`src/rtl/sa_ctrl_pkg.sv`:
```
// Shared definitions for the systolic-array sequencers: state encoding,
// flush/counter sizing helpers and control-bundle bit positions.
package sa_ctrl_pkg;

  localparam logic [2:0] SA_ST_IDLE    = 3'd0;
  localparam logic [2:0] SA_ST_CLEAR   = 3'd1;
  localparam logic [2:0] SA_ST_FEED    = 3'd2;
  localparam logic [2:0] SA_ST_FLUSH   = 3'd3;
  localparam logic [2:0] SA_ST_CAPTURE = 3'd4;
  localparam logic [2:0] SA_ST_DRAIN   = 3'd5;
  localparam logic [2:0] SA_ST_DONE    = 3'd6;

  typedef enum logic [2:0] {
    ST_IDLE    = SA_ST_IDLE,
    ST_CLEAR   = SA_ST_CLEAR,
    ST_FEED    = SA_ST_FEED,
    ST_FLUSH   = SA_ST_FLUSH,
    ST_CAPTURE = SA_ST_CAPTURE,
    ST_DRAIN   = SA_ST_DRAIN,
    ST_DONE    = SA_ST_DONE
  } sa_state_t;

  // Bit positions inside the registered array-control bundle.
  localparam int unsigned CB_REG_CLEAR   = 0;
  localparam int unsigned CB_PIPELINE_EN = 1;
  localparam int unsigned CB_CELL_EN     = 2;
  localparam int unsigned CB_OP_RD_EN    = 3;
  localparam int unsigned CB_OP_ZERO     = 4;
  localparam int unsigned CB_OUT_VALID   = 5;
  localparam int unsigned CB_W           = 6;

  // Bits needed to index v values; never less than 1.
  function automatic int unsigned sa_clog2(input int unsigned v);
    int unsigned r;
    r = 1;
    while ((64'd1 << r) < 64'(v)) r = r + 1;
    return r;
  endfunction

  // Cycles of zero operands needed to push the skewed wavefront through.
  function automatic int unsigned sa_flush_len(input int unsigned rows,
                                               input int unsigned cols,
                                               input int unsigned stage);
    return rows + cols - 1 + stage;
  endfunction

  function automatic int unsigned sa_flush_w(input int unsigned rows,
                                             input int unsigned cols,
                                             input int unsigned stage);
    return sa_clog2(sa_flush_len(rows, cols, stage) + 1);
  endfunction

endpackage

```
`src/rtl/os_array_ctrl_if.sv`:
```
// Command, array-control and drain-handshake nets of the array sequencer.
interface os_array_ctrl_if #(
  parameter int unsigned K_W   = 12,
  parameter int unsigned ROW_W = 2
);
  logic             start;
  logic [K_W-1:0]   k_len;
  logic             abort;
  logic             busy;
  logic             done;
  logic             err;
  logic             reg_clear;
  logic             pipeline_en;
  logic             cell_en;
  logic             cscan_en;
  logic             op_rd_en;
  logic             op_zero;
  logic [K_W-1:0]   rd_idx;
  logic             out_valid;
  logic             out_ready;
  logic [ROW_W-1:0] out_row;

  // Command issuer / output buffer side.
  modport master (
    output start, k_len, abort, out_ready,
    input  busy, done, err, reg_clear, pipeline_en, cell_en, cscan_en,
           op_rd_en, op_zero, rd_idx, out_valid, out_row
  );

  // Sequencer side.
  modport slave (
    input  start, k_len, abort, out_ready,
    output busy, done, err, reg_clear, pipeline_en, cell_en, cscan_en,
           op_rd_en, op_zero, rd_idx, out_valid, out_row
  );
endinterface

```
`src/rtl/sa_ctrl_counter.sv`:
```
// Loadable down-counter that stops at zero and flags it.
module sa_ctrl_counter #(
  parameter int unsigned W = 4
) (
  input  logic         clk,
  input  logic         rst_n,
  input  logic         i_clr,
  input  logic         i_load,
  input  logic [W-1:0] i_load_val,
  input  logic         i_dec,
  output logic         o_term_c
);
  logic [W-1:0] r_cnt;

  // Clear beats load, load beats decrement; holds at zero.
  always_ff @(posedge clk or negedge rst_n) begin
    if (!rst_n) begin
      r_cnt <= '0;
    end else if (i_clr) begin
      r_cnt <= '0;
    end else if (i_load) begin
      r_cnt <= i_load_val;
    end else if (i_dec && (r_cnt != '0)) begin
      r_cnt <= r_cnt - W'(1);
    end
  end

  assign o_term_c = (r_cnt == '0);
endmodule

```
`src/rtl/os_array_ctrl.sv`:
```
// Tile sequencer for the output-stationary systolic array: clear, feed K
// operand beats, flush the wavefront, capture, then drain rows by handshake.
module os_array_ctrl
  import sa_ctrl_pkg::*;
#(
  parameter int unsigned ROWS  = 4,
  parameter int unsigned COLS  = 4,
  parameter int unsigned STAGE = 0,
  parameter int unsigned K_W   = 12
) (
  input  logic          clk,
  input  logic          rst_n,
  os_array_ctrl_if.slave bus
);
  localparam int unsigned F       = sa_flush_len(ROWS, COLS, STAGE);
  localparam int unsigned FLUSH_W = sa_flush_w(ROWS, COLS, STAGE);
  localparam int unsigned ROW_W   = sa_clog2(ROWS);

  sa_state_t        r_state;
  sa_state_t        w_state_nxt;
  logic [CB_W-1:0]  r_ctrl;
  logic [CB_W-1:0]  w_ctrl_nxt;
  logic             r_busy;
  logic             r_done;
  logic             r_err;
  logic [K_W-1:0]   r_rd_idx;
  logic [K_W-1:0]   w_rd_idx_nxt;
  logic [ROW_W-1:0] r_out_row;
  logic [ROW_W-1:0] w_out_row_nxt;

  logic w_accept;
  logic w_abort;
  logic w_hs;
  logic w_k_zero;
  logic w_k_term;
  logic w_flush_term;
  logic w_row_term;

  assign w_accept = (r_state == ST_IDLE) && bus.start;
  assign w_abort  = bus.abort && (r_state != ST_IDLE);
  assign w_hs     = (r_state == ST_DRAIN) && bus.out_ready;
  assign w_k_zero = (bus.k_len == '0);

  // Remaining operand beats; terminal on the last FEED beat.
  sa_ctrl_counter #(.W(K_W)) u_k_cnt (
    .clk        (clk),
    .rst_n      (rst_n),
    .i_clr      (w_abort),
    .i_load     (w_accept && !w_k_zero),
    .i_load_val (K_W'(bus.k_len - K_W'(1))),
    .i_dec      (r_state == ST_FEED),
    .o_term_c   (w_k_term)
  );

  // Remaining flush beats; loaded on the last FEED beat.
  sa_ctrl_counter #(.W(FLUSH_W)) u_flush_cnt (
    .clk        (clk),
    .rst_n      (rst_n),
    .i_clr      (w_abort),
    .i_load     ((r_state == ST_FEED) && w_k_term),
    .i_load_val (FLUSH_W'(F - 1)),
    .i_dec      (r_state == ST_FLUSH),
    .o_term_c   (w_flush_term)
  );

  // Remaining rows to drain; only a handshake consumes one.
  sa_ctrl_counter #(.W(ROW_W)) u_row_cnt (
    .clk        (clk),
    .rst_n      (rst_n),
    .i_clr      (w_abort),
    .i_load     (r_state == ST_CAPTURE),
    .i_load_val (ROW_W'(ROWS - 1)),
    .i_dec      (w_hs),
    .o_term_c   (w_row_term)
  );

  // Next-state selection; abort overrides everything outside IDLE.
  always_comb begin
    w_state_nxt = r_state;
    case (r_state)
      ST_IDLE:    if (bus.start) w_state_nxt = w_k_zero ? ST_DONE : ST_CLEAR;
      ST_CLEAR:   w_state_nxt = ST_FEED;
      ST_FEED:    if (w_k_term) w_state_nxt = ST_FLUSH;
      ST_FLUSH:   if (w_flush_term) w_state_nxt = ST_CAPTURE;
      ST_CAPTURE: w_state_nxt = ST_DRAIN;
      ST_DRAIN:   if (w_hs && w_row_term) w_state_nxt = ST_DONE;
      ST_DONE:    w_state_nxt = ST_IDLE;
      default:    w_state_nxt = ST_IDLE;
    endcase
    if (w_abort) w_state_nxt = ST_DONE;
  end

  // Control bundle, operand index and drain row for the upcoming cycle.
  always_comb begin
    w_ctrl_nxt    = '0;
    w_rd_idx_nxt  = '0;
    w_out_row_nxt = '0;
    case (w_state_nxt)
      ST_CLEAR: w_ctrl_nxt[CB_REG_CLEAR] = 1'b1;
      ST_FEED: begin
        w_ctrl_nxt[CB_PIPELINE_EN] = 1'b1;
        w_ctrl_nxt[CB_CELL_EN]     = 1'b1;
        w_ctrl_nxt[CB_OP_RD_EN]    = 1'b1;
      end
      ST_FLUSH: begin
        w_ctrl_nxt[CB_PIPELINE_EN] = 1'b1;
        w_ctrl_nxt[CB_CELL_EN]     = 1'b1;
        w_ctrl_nxt[CB_OP_ZERO]     = 1'b1;
      end
      ST_CAPTURE: begin
        w_ctrl_nxt[CB_PIPELINE_EN] = 1'b1;
        w_ctrl_nxt[CB_CELL_EN]     = 1'b1;
      end
      ST_DRAIN: w_ctrl_nxt[CB_OUT_VALID] = 1'b1;
      default: ;
    endcase
    // An aborted tile leaves the array cleared in its DONE cycle.
    if (w_abort) w_ctrl_nxt[CB_REG_CLEAR] = 1'b1;
    if ((w_state_nxt == ST_FEED) && (r_state == ST_FEED)) begin
      w_rd_idx_nxt = r_rd_idx + K_W'(1);
    end
    if ((w_state_nxt == ST_DRAIN) && (r_state == ST_DRAIN)) begin
      w_out_row_nxt = r_out_row;
      if (w_hs && (r_out_row != ROW_W'(ROWS - 1))) begin
        w_out_row_nxt = r_out_row + ROW_W'(1);
      end
    end
  end

  // State register and registered outputs.
  always_ff @(posedge clk or negedge rst_n) begin
    if (!rst_n) begin
      r_state   <= ST_IDLE;
      r_ctrl    <= '0;
      r_busy    <= 1'b0;
      r_done    <= 1'b0;
      r_err     <= 1'b0;
      r_rd_idx  <= '0;
      r_out_row <= '0;
    end else begin
      r_state   <= w_state_nxt;
      r_ctrl    <= w_ctrl_nxt;
      r_busy    <= (w_state_nxt != ST_IDLE);
      r_done    <= (w_state_nxt == ST_DONE);
      r_err     <= w_accept && w_k_zero;
      r_rd_idx  <= w_rd_idx_nxt;
      r_out_row <= w_out_row_nxt;
    end
  end

  assign bus.busy        = r_busy;
  assign bus.done        = r_done;
  assign bus.err         = r_err;
  assign bus.reg_clear   = r_ctrl[CB_REG_CLEAR];
  assign bus.pipeline_en = r_ctrl[CB_PIPELINE_EN];
  assign bus.cell_en     = r_ctrl[CB_CELL_EN];
  assign bus.op_rd_en    = r_ctrl[CB_OP_RD_EN];
  assign bus.op_zero     = r_ctrl[CB_OP_ZERO];
  assign bus.out_valid   = r_ctrl[CB_OUT_VALID];
  assign bus.rd_idx      = r_rd_idx;
  assign bus.out_row     = r_out_row;
  // Scan shift follows the output buffer's ready directly while draining.
  assign bus.cscan_en    = w_hs;
endmodule
```
`src/flat_wrapper.sv`:
```
// flat-port wrapper written by rule: the top's interface ports become plain ports
module os_array_ctrl_flat import sa_ctrl_pkg::*;
#(
  parameter int unsigned ROWS  = 4,
  parameter int unsigned COLS  = 4,
  parameter int unsigned STAGE = 0,
  parameter int unsigned K_W   = 12
)
  (clk, rst_n, bus_start, bus_k_len, bus_abort, bus_out_ready, bus_busy, bus_done, bus_err, bus_reg_clear, bus_pipeline_en, bus_cell_en, bus_cscan_en, bus_op_rd_en, bus_op_zero, bus_rd_idx, bus_out_valid, bus_out_row);
  os_array_ctrl_if #(.K_W(K_W)) bus_i ();
  input  logic clk;
  input  logic rst_n;
  input wire logic [$bits(bus_i.start)-1:0] bus_start;
  input wire logic [$bits(bus_i.k_len)-1:0] bus_k_len;
  input wire logic [$bits(bus_i.abort)-1:0] bus_abort;
  input wire logic [$bits(bus_i.out_ready)-1:0] bus_out_ready;
  output wire logic [$bits(bus_i.busy)-1:0] bus_busy;
  output wire logic [$bits(bus_i.done)-1:0] bus_done;
  output wire logic [$bits(bus_i.err)-1:0] bus_err;
  output wire logic [$bits(bus_i.reg_clear)-1:0] bus_reg_clear;
  output wire logic [$bits(bus_i.pipeline_en)-1:0] bus_pipeline_en;
  output wire logic [$bits(bus_i.cell_en)-1:0] bus_cell_en;
  output wire logic [$bits(bus_i.cscan_en)-1:0] bus_cscan_en;
  output wire logic [$bits(bus_i.op_rd_en)-1:0] bus_op_rd_en;
  output wire logic [$bits(bus_i.op_zero)-1:0] bus_op_zero;
  output wire logic [$bits(bus_i.rd_idx)-1:0] bus_rd_idx;
  output wire logic [$bits(bus_i.out_valid)-1:0] bus_out_valid;
  output wire logic [$bits(bus_i.out_row)-1:0] bus_out_row;
  assign bus_i.start = bus_start;
  assign bus_i.k_len = bus_k_len;
  assign bus_i.abort = bus_abort;
  assign bus_i.out_ready = bus_out_ready;
  assign bus_busy = bus_i.busy;
  assign bus_done = bus_i.done;
  assign bus_err = bus_i.err;
  assign bus_reg_clear = bus_i.reg_clear;
  assign bus_pipeline_en = bus_i.pipeline_en;
  assign bus_cell_en = bus_i.cell_en;
  assign bus_cscan_en = bus_i.cscan_en;
  assign bus_op_rd_en = bus_i.op_rd_en;
  assign bus_op_zero = bus_i.op_zero;
  assign bus_rd_idx = bus_i.rd_idx;
  assign bus_out_valid = bus_i.out_valid;
  assign bus_out_row = bus_i.out_row;
  os_array_ctrl #(.ROWS(ROWS), .COLS(COLS), .STAGE(STAGE), .K_W(K_W)) u_core (.clk(clk), .rst_n(rst_n), .bus(bus_i));
endmodule
```
`config.mk`:
```
export PLATFORM = sky130hd
export DESIGN_NAME = os_array_ctrl_flat
export DESIGN_NICKNAME = d
export VERILOG_FILES = /design/src/rtl/sa_ctrl_pkg.sv /design/src/rtl/os_array_ctrl_if.sv /design/src/rtl/sa_ctrl_counter.sv /design/src/rtl/os_array_ctrl.sv /design/src/flat_wrapper.sv
export SDC_FILE = /design/constraint.sdc
export NUM_CORES = 1
export LEC_CHECK = 0
export ABC_AREA = 1
export BUFFER_PORTS_ARGS = -buffer_cell sky130_fd_sc_hd__buf_2
export CORE_MARGIN = 5
export CORE_UTILIZATION = 27
export DETAILED_ROUTE_END_ITERATION = 7
export PLACE_DENSITY = 0.5
export SYNTH_ARGS = -nofsm -noshare
export SYNTH_HDL_FRONTEND = slang
export SYNTH_SLANG_ARGS = --single-unit
```
`constraint.sdc`:
```
create_clock -name clk -period 1.75 [get_ports clk]
set_input_delay 0.2625 -clock clk [delete_from_list [all_inputs] [get_ports clk]]
set_output_delay 0.2625 -clock clk [all_outputs]
set_load 0.01 [all_outputs]
```
==> flow_summary.toml, run 1 <==
[status]
run_status = "finished with violations"
failing_checks = "negative setup slack"

[yosys]
share_of_synthesized_area_spent_on_multiplexers_pct = 0.352
synthesis.area_per_instance_sq_um = 8.73
yosys_warnings = 0
synth_compound_gate_area_share_pct = 5.67
synth_net_count = 349
synth-xor-area-share_pct = 3.38
seq_area_frac_synth_pct = 36.9
largest_family_of_logic_cells_by_synthesized_area = "simple AND/OR/NAND/NOR gates"
synthAdderAreaFrac_pct = 2.64
synthesis.area_sq_um = 2850
ys_top_cells_by_area = "sky130_fd_sc_hd__dfrtp_1 (37%), sky130_fd_sc_hd__nand2_1 (8.0%), sky130_fd_sc_hd__nor2_4 (7.9%), sky130_fd_sc_hd__inv_1 (5.5%), sky130_fd_sc_hd__nand2_4 (3.2%)"
simple_gate_share_of_the_synthesized_area_pct = 41.1
synthDominantCellAreaShare_pct = 36.9
postSynthCellCount = 326
synthDistinctLibCells = 39
synth.largest_area_cell = "sky130_fd_sc_hd__dfrtp_1"
yosys_register_bits = 42

[layout]
layout.area.seq_sq_um = 1050
n_antenna_cell = 0
post_route_cells_drive_above_1_share_pct = 57.5
synthToLayoutAreaGrowth_pct = 51.1
final_standard_cell_utilization_of_the_core_pct = 41.7
area_taken_by_multi_input_logic_gates_sq_um = 1780
num-fill-cells = 1023
nNetsFinal = 476

[timing]
final.period_utilization_pct = 104
post_route_skew_ps = 9.09
finalMaxSlewViolations = 0
setup_viol_count_final = 20
f_max_ghz = 0.548
rsz0062_at_grt = "yes"
worst_slack_ps = -73.9
slew_headroom_pct = 64.7
hold_viol_final = 0
period_needed_ps = 1820
worst_slew_pin_slew_ps = 530
fin_tns_setup_ps = -420

[worst_setup_path]
critical_path.endpoint_type = "flip-flop"
cp.required_ps = 1980
critical_path.top_delay_family = "simple AND/OR/NAND/NOR gates"
critical_path_buf_inv_count = 5
crit_fanout = 7
critical_path_class = "flip-flop to flip-flop"
crit_path_max_incr_delay_ps = 400
crit_slowest_cell = "sky130_fd_sc_hd__dfrtp_1"
worst-endpoint-arrival_ps = 2060
ordered_cell_list_for_the_critical_path = "inv_2 > nand3_4 > nor2_8 > nand2_8 > buf_6 > nand2_2 > nand2_2 > buf_4 > buf_4 > buf_4 > nand2_2 > nand3_2 > o21ai_1"
setup.worst_path.start_class = "flip-flop"

[clock_tree]
cts-root-to-sink-buffers = 2
cts-htree-levels = 2
numClockSinks = 42
cts.reportedPaths.clkPinSlew_ps = 90
clock_latency_reported_for_the_late_side_of_the_worst_skew_pair_ps = 300
clock_tree.root_cell = "sky130_fd_sc_hd__clkbuf_8"
tritoncts = "done"
cts_inserted_buffers = 5

[floorplan]
design.die.area_sq_um = 12700
fp-row-count = 37
overall_die_width_um = 113
core_region_area_sq_um = 10300
fp.dieH_um = 113
initial_core_util_pct = 27.6
top_level_ports = 41

[routing]
detailedRoute.firstIterationViolations = 76
drc_errors = 0
drt.antenna.violating_nets = 0
wl_final_um = 7200
drt-wirelength-per-cell_um = 12.2
firstDrtPassIters = 4
vias = 2545
vias_per_cell = 4.31

[global_routing]
grt_max_degree = 24
grt_first_pass_wirelength_um = 11900
grt.overflow.total = 0
grt.total_usage_pct = 11.4
first_global_vias = 2592
number_of_antenna_violations_at_the_first_check_in_global_routing = 0

[placement]
place.detailed.hpwl_um = 5460
numPortBuffers = 40
routabilityCongestion = 0.816

[power_and_ir_drop]
vdd_drop_max_v = 0.000637
power_per_cell_area_nw_per_um2 = 1700
total_leakage_power_nw = 2.15

[run]
drv.max_cap_violation_count = 0

[min_path]
worst_hold_path_type = "input pin to flip-flop"
## report_power, final
part,switching (mW),internal (mW),leakage [nW]
logic,2.75,2.27,1.52
registers,0.117,1.23,0.562
clock network,0.361,0.572,0.0683
## worst paths after layout
| kind | start | to | slack [ps] | cells past startpoint |
|---|---|---|---|---|
| setup / recovery | u_core.r_state[1] | u_core.u_k_cnt.r_cnt[5] | -70 | 13 |
| hold / removal | bus_abort | u_core.u_row_cnt.r_cnt[1] | 440 | 4 |
| setup reg to reg | u_core.r_state[1] | u_core.u_k_cnt.r_cnt[5] | -70 | 13 |
| max in group asynchronous | rst_n | u_core.r_ctrl[0] | 690 | 3 |
| hold reg to reg | u_core.u_k_cnt.r_cnt[9] | u_core.u_k_cnt.r_cnt[9] | 490 | 2 |
| min in group asynchronous | rst_n | u_core.r_ctrl[2] | 470 | 2 |
## cell families after synthesis
kind of cell               count (synthesis)
AOI/OAI and AO/OA                         25
muxes                                      1
buffers and inverters                     61
DFF                                       42
adders and majority gates                  6
xor gates and xnor gates                  11
and+or+nand+nor                          180
## synthesized netlist by cell type (all sizes together)
cell type  count
a21oi          5
a31oi          1
buf            5
dfrtp         42
ha             6
inv           56
mux2i          1
nand2         84
nand3         26
nand3b         5
nand4          7
nor2          47
nor3           6
nor4           1
o21a           1
o21ai          9
o22ai          7
o311ai         1
o31ai          1
or2            4
xnor2          4
xor2           7
## area by class of cell
class | instances | share of cell area (%)
Timing Repair Buffer | 125 | 21.9
Multi-Input combinational cell | 223 | 41.5
Sequential cell | 42 | 24.4
Tap cell | 136 | 3.96
Inverter | 56 | 5.06
Clock buffer | 5 | 1.60
Clock inverter | 3 | 1.60
## cells in the final DEF, fill, tap and decap left out, types with 10 or more instances in the layout
| master | instances |
|---|---|
| sky130_fd_sc_hd__inv_1 | 37 |
| sky130_fd_sc_hd__buf_4 | 69 |
| sky130_fd_sc_hd__nor2_4 | 25 |
| sky130_fd_sc_hd__nand2_1 | 47 |
| sky130_fd_sc_hd__nand3_1 | 10 |
| sky130_fd_sc_hd__buf_6 | 10 |
| sky130_fd_sc_hd__nand2_4 | 17 |
| sky130_fd_sc_hd__nand2_2 | 19 |
| sky130_fd_sc_hd__buf_2 | 40 |
| sky130_fd_sc_hd__inv_2 | 16 |
| sky130_fd_sc_hd__nor2_1 | 13 |
| sky130_fd_sc_hd__dfrtp_1 | 42 |
## worst reg2reg max path, stage by stage, from the launching register on
cell,delay (ps)
sky130_fd_sc_hd__dfrtp_1,400
sky130_fd_sc_hd__inv_2,90
sky130_fd_sc_hd__nand3_4,90
sky130_fd_sc_hd__nor2_8,200
sky130_fd_sc_hd__nand2_8,90
sky130_fd_sc_hd__buf_6,130
sky130_fd_sc_hd__nand2_2,70
sky130_fd_sc_hd__nand2_2,70
sky130_fd_sc_hd__buf_4,140
sky130_fd_sc_hd__buf_4,120
sky130_fd_sc_hd__buf_4,120
sky130_fd_sc_hd__nand2_2,60
sky130_fd_sc_hd__nand3_2,90
sky130_fd_sc_hd__o21ai_1,80
## sequential cells by signal, indices dropped and copies added (netlist names)
| register | count |
|---|---|
| u_core.bus.rd_idx | 12 |
| u_core.u_k_cnt.r_cnt | 12 |
| u_core.bus.busy | 1 |
| u_core.bus.err | 1 |
| u_core.r_state | 3 |
| u_core.bus.out_row | 2 |
| u_core.bus.done | 1 |
| u_core.u_row_cnt.r_cnt | 2 |
| u_core.r_ctrl | 5 |
| u_core.u_flush_cnt.r_cnt | 3 |
## per-stage QoR
stage	power [mW]	std cells	area [sq um]	setup WS, ps	hold WS [ps]
floorplan	4.01	326	2860	-93.9	-33.1
global placement	5.29	560	3680	-120	267
detailed placement	5.30	560	3680	-150	272
CTS	6.72	587	4070	-21.5	402
global route	7.85	590	4300	-172	466
finish	7.30	590	4300	-73.9	443
## timing repair
action	in CTS	in global routing
endpoints found under the setup margin	26	33
gates resized for setup	26	53
buffers inserted	19	3
hold endpoints to repair	21	0
pin swaps	23	26
hold buffers	1	0
## layer usage
metal / wire [um] / GRT usage [%] / share of wire, % / vias to the layer above
li1: - / - / - / 1276
met1: 3160 / 14.3 / 44 / 1224
met2: 3650 / 19.7 / 51 / 37
met3: 301 / 2.70 / 4.2 / 8
met4: 89 / 2.72 / 1.2 / 0
met5: 0 / 0 / 0 / -
Note: power is estimated with default switching activity, not from simulation.
==> run 2: changes to the inputs <==
--- a/config.mk
+++ b/config.mk
@@ -7,10 +7,12 @@
 export LEC_CHECK = 0
 export ABC_AREA = 1
 export BUFFER_PORTS_ARGS = -buffer_cell sky130_fd_sc_hd__buf_2
+export CELL_PAD_IN_SITES_DETAIL_PLACEMENT = 2
+export CELL_PAD_IN_SITES_GLOBAL_PLACEMENT = 2
 export CORE_MARGIN = 5
 export CORE_UTILIZATION = 27
 export DETAILED_ROUTE_END_ITERATION = 7
-export PLACE_DENSITY = 0.5
+export PLACE_DENSITY = 0.72
 export SYNTH_ARGS = -nofsm -noshare
 export SYNTH_HDL_FRONTEND = slang
 export SYNTH_SLANG_ARGS = --single-unit
==> run 2 against run 1 <==
- the flow still finishes with violations (negative setup slack)
- sequential power is 3% higher
- clock-buffer cell count stayed put
- cell area increased by 3.4%
- register-to-register slack got worse by 240 ps
- core utilization grew 1.4 points
- clock skew grew 4.8 ps
- worst hold slack improved by 10 ps
- highest routed layer unchanged
==> flow_summary.toml, run 2 (synthesis results as in run 1) <==
[timing]
f_max_ghz = 0.485
finalMaxSlewViolations = 0
setup_viol_count_final = 33
fin_worst_hold_slack_ps = 453
period_needed_ps = 2060
hold_viol_final = 0
worst_slew_pin_slew_ps = 393
worst_slack_ps = -314
fin_tns_setup_ps = -6290
final.period_utilization_pct = 118
rsz0062_at_grt = "yes"
post_route_skew_ps = 13.9
slew_headroom_pct = 73.6

[clock_tree]
clock_latency_reported_for_the_late_side_of_the_worst_skew_pair_ps = 320
cts-htree-levels = 2
cts-root-to-sink-buffers = 2
cts_inserted_buffers = 5
cts.reportedPaths.clkPinSlew_ps = 110
tritoncts = "done"
clock_tree.root_cell = "sky130_fd_sc_hd__clkbuf_8"
numClockSinks = 42

[placement]
place_worst_setup_slack_ps = -281
routabilityCongestion = 0.774
numPortBuffers = 40
place_inst = 556
place.detailed.hpwl_um = 7030
dpl-instance-area_sq_um = 3650

[floorplan]
fp-row-count = 37
overall_die_width_um = 113
design.die.area_sq_um = 12700
core_region_area_sq_um = 10300
initial_core_util_pct = 27.6
top_level_ports = 41
fp.dieH_um = 113

[routing]
drc_errors = 0
vias = 2920
drt-wirelength-per-cell_um = 21.3
vias_per_cell = 4.83
detailedRoute.firstIterationViolations = 69
firstDrtPassIters = 4
drt.antenna.violating_nets = 0
wl_final_um = 12800

[status]
failing_checks = "negative setup slack"
run_status = "finished with violations"

[worst_setup_path]
setup.worst_path.start_class = "flip-flop"
crit_fanout = 6
crit_path_max_incr_delay_ps = 400
ordered_cell_list_for_the_critical_path = "inv_2 > nand3_4 > nor2_8 > nand3b_2 > nand2_4 > buf_4 > nand2_2 > nor2_4 > nand4_1 > nand3_1 > nand2_1"
worst-endpoint-arrival_ps = 2270
crit_slowest_cell = "sky130_fd_sc_hd__dfrtp_1"
cp.required_ps = 1960
critical_path.endpoint_type = "flip-flop"
critical_path_class = "flip-flop to flip-flop"
critical_path_buf_inv_count = 2
critical_path.top_delay_family = "simple AND/OR/NAND/NOR gates"

[global_routing]
grt_max_degree = 43
first_global_vias = 3090
grt.total_usage_pct = 16.9
grt_first_pass_wirelength_um = 16900
number_of_antenna_violations_at_the_first_check_in_global_routing = 0
grt.overflow.total = 0

[layout]
layout.cells.most_common = "sky130_fd_sc_hd__buf_4"
layout_common_cells = "sky130_fd_sc_hd__buf_4 (78), sky130_fd_sc_hd__nand2_1 (47), sky130_fd_sc_hd__dfrtp_1 (42), sky130_fd_sc_hd__buf_2 (40), sky130_fd_sc_hd__inv_1 (29)"
nNetsFinal = 490
finish.cell_count_without_fillers = 604
num-fill-cells = 1142
synthToLayoutAreaGrowth_pct = 56.2
n_antenna_cell = 0
post-route-cell-area_sq_um = 4450
post_route_cells_drive_above_1_share_pct = 59.4

[power_and_ir_drop]
cell_internal_pwr_mw = 4.13
clkPwrFrac_pct = 8.8
total_leakage_power_nw = 2.21
power_per_cell_area_nw_per_um2 = 1870
p_sw_mw = 4.18
vdd_drop_max_v = 0.000514
share_seq_of_total_power_pct = 16.6
power.share.switching_pct = 50.3
part_of_the_power_in_combinational_logic_pct = 74.6

[run]
drv.max_cap_violation_count = 0

[min_path]
worst_hold_path_type = "input pin to async pin"
## run 2: repair_timing
item	in CTS	in global routing
gates resized for setup	59	42
setup buffers	16	25
hold buffers	1	0
hold endpoints to repair	42	0
gates cloned	1	0
pin swaps	25	21
setup endpoints to repair	32	33
## run 2: power by group through the flow
stage / combinational (mW) / sequential (mW) / clock, mW
2_1_floorplan: 2.62 / 1.39 / 0
3_3_place_gp: 3.87 / 1.34 / 0
3_5_place_dp: 4.08 / 1.37 / 0
4_1_cts: 4.85 / 1.37 / 0.702
5_1_grt: 6.54 / 1.40 / 0.788
6_report: 6.20 / 1.38 / 0.732
## run 2: area by class of cell
type	instances	area, sq um	area share, %
Tap cell	136	170	3.83
Inverter	56	228	5.12
Clock buffer	5	68.8	1.55
Clock inverter	3	23.8	0.535
Multi-Input combinational cell	224	1850	41.6
Sequential cell	42	1050	23.6
Timing Repair Buffer	138	1050	23.7
## run 2: final timing paths
path,start,end,slack [ps],cells past startpoint
worst max-delay path,u_core.r_state[0],u_core.u_k_cnt.r_cnt[11],-310,11
worst min-delay path,rst_n,u_core.u_row_cnt.r_cnt[1],450,3
worst max register to register,u_core.r_state[0],u_core.u_k_cnt.r_cnt[11],-310,11
worst min register to register,u_core.u_k_cnt.r_cnt[9],u_core.u_k_cnt.r_cnt[9],530,2
max in group asynchronous,rst_n,u_core.u_k_cnt.r_cnt[4],1080,3
min in group clk,bus_k_len[6],u_core.u_k_cnt.r_cnt[6],510,5
## run 2: worst register-to-register path, stage by stage (launching register included)
cell,delay (ps)
sky130_fd_sc_hd__dfrtp_1,400
sky130_fd_sc_hd__inv_2,100
sky130_fd_sc_hd__nand3_4,120
sky130_fd_sc_hd__nor2_8,250
sky130_fd_sc_hd__nand3b_2,190
sky130_fd_sc_hd__nand2_4,120
sky130_fd_sc_hd__buf_4,140
sky130_fd_sc_hd__nand2_2,70
sky130_fd_sc_hd__nor2_4,190
sky130_fd_sc_hd__nand4_1,140
sky130_fd_sc_hd__nand3_1,140
sky130_fd_sc_hd__nand2_1,100
## run 2: through the flow
step                      total power [mW]  utilization, %
after floorplan                       4.01               -
after global placement                5.21            35.4
after detailed placement              5.45            35.4
after CTS                             6.92            39.7
after global routing                  8.72            43.1
final                                 8.31            43.1
## run 2: per-layer routing
layer | vias to the layer above | global-route usage [%] | part of all wire, %
met5 | - | 0 | 0
met4 | 0 | 4.81 | 4.3
met3 | 36 | 2.21 | 2.7
met2 | 84 | 32.8 | 57
met1 | 1493 | 19.0 | 36
li1 | 1307 | - | -
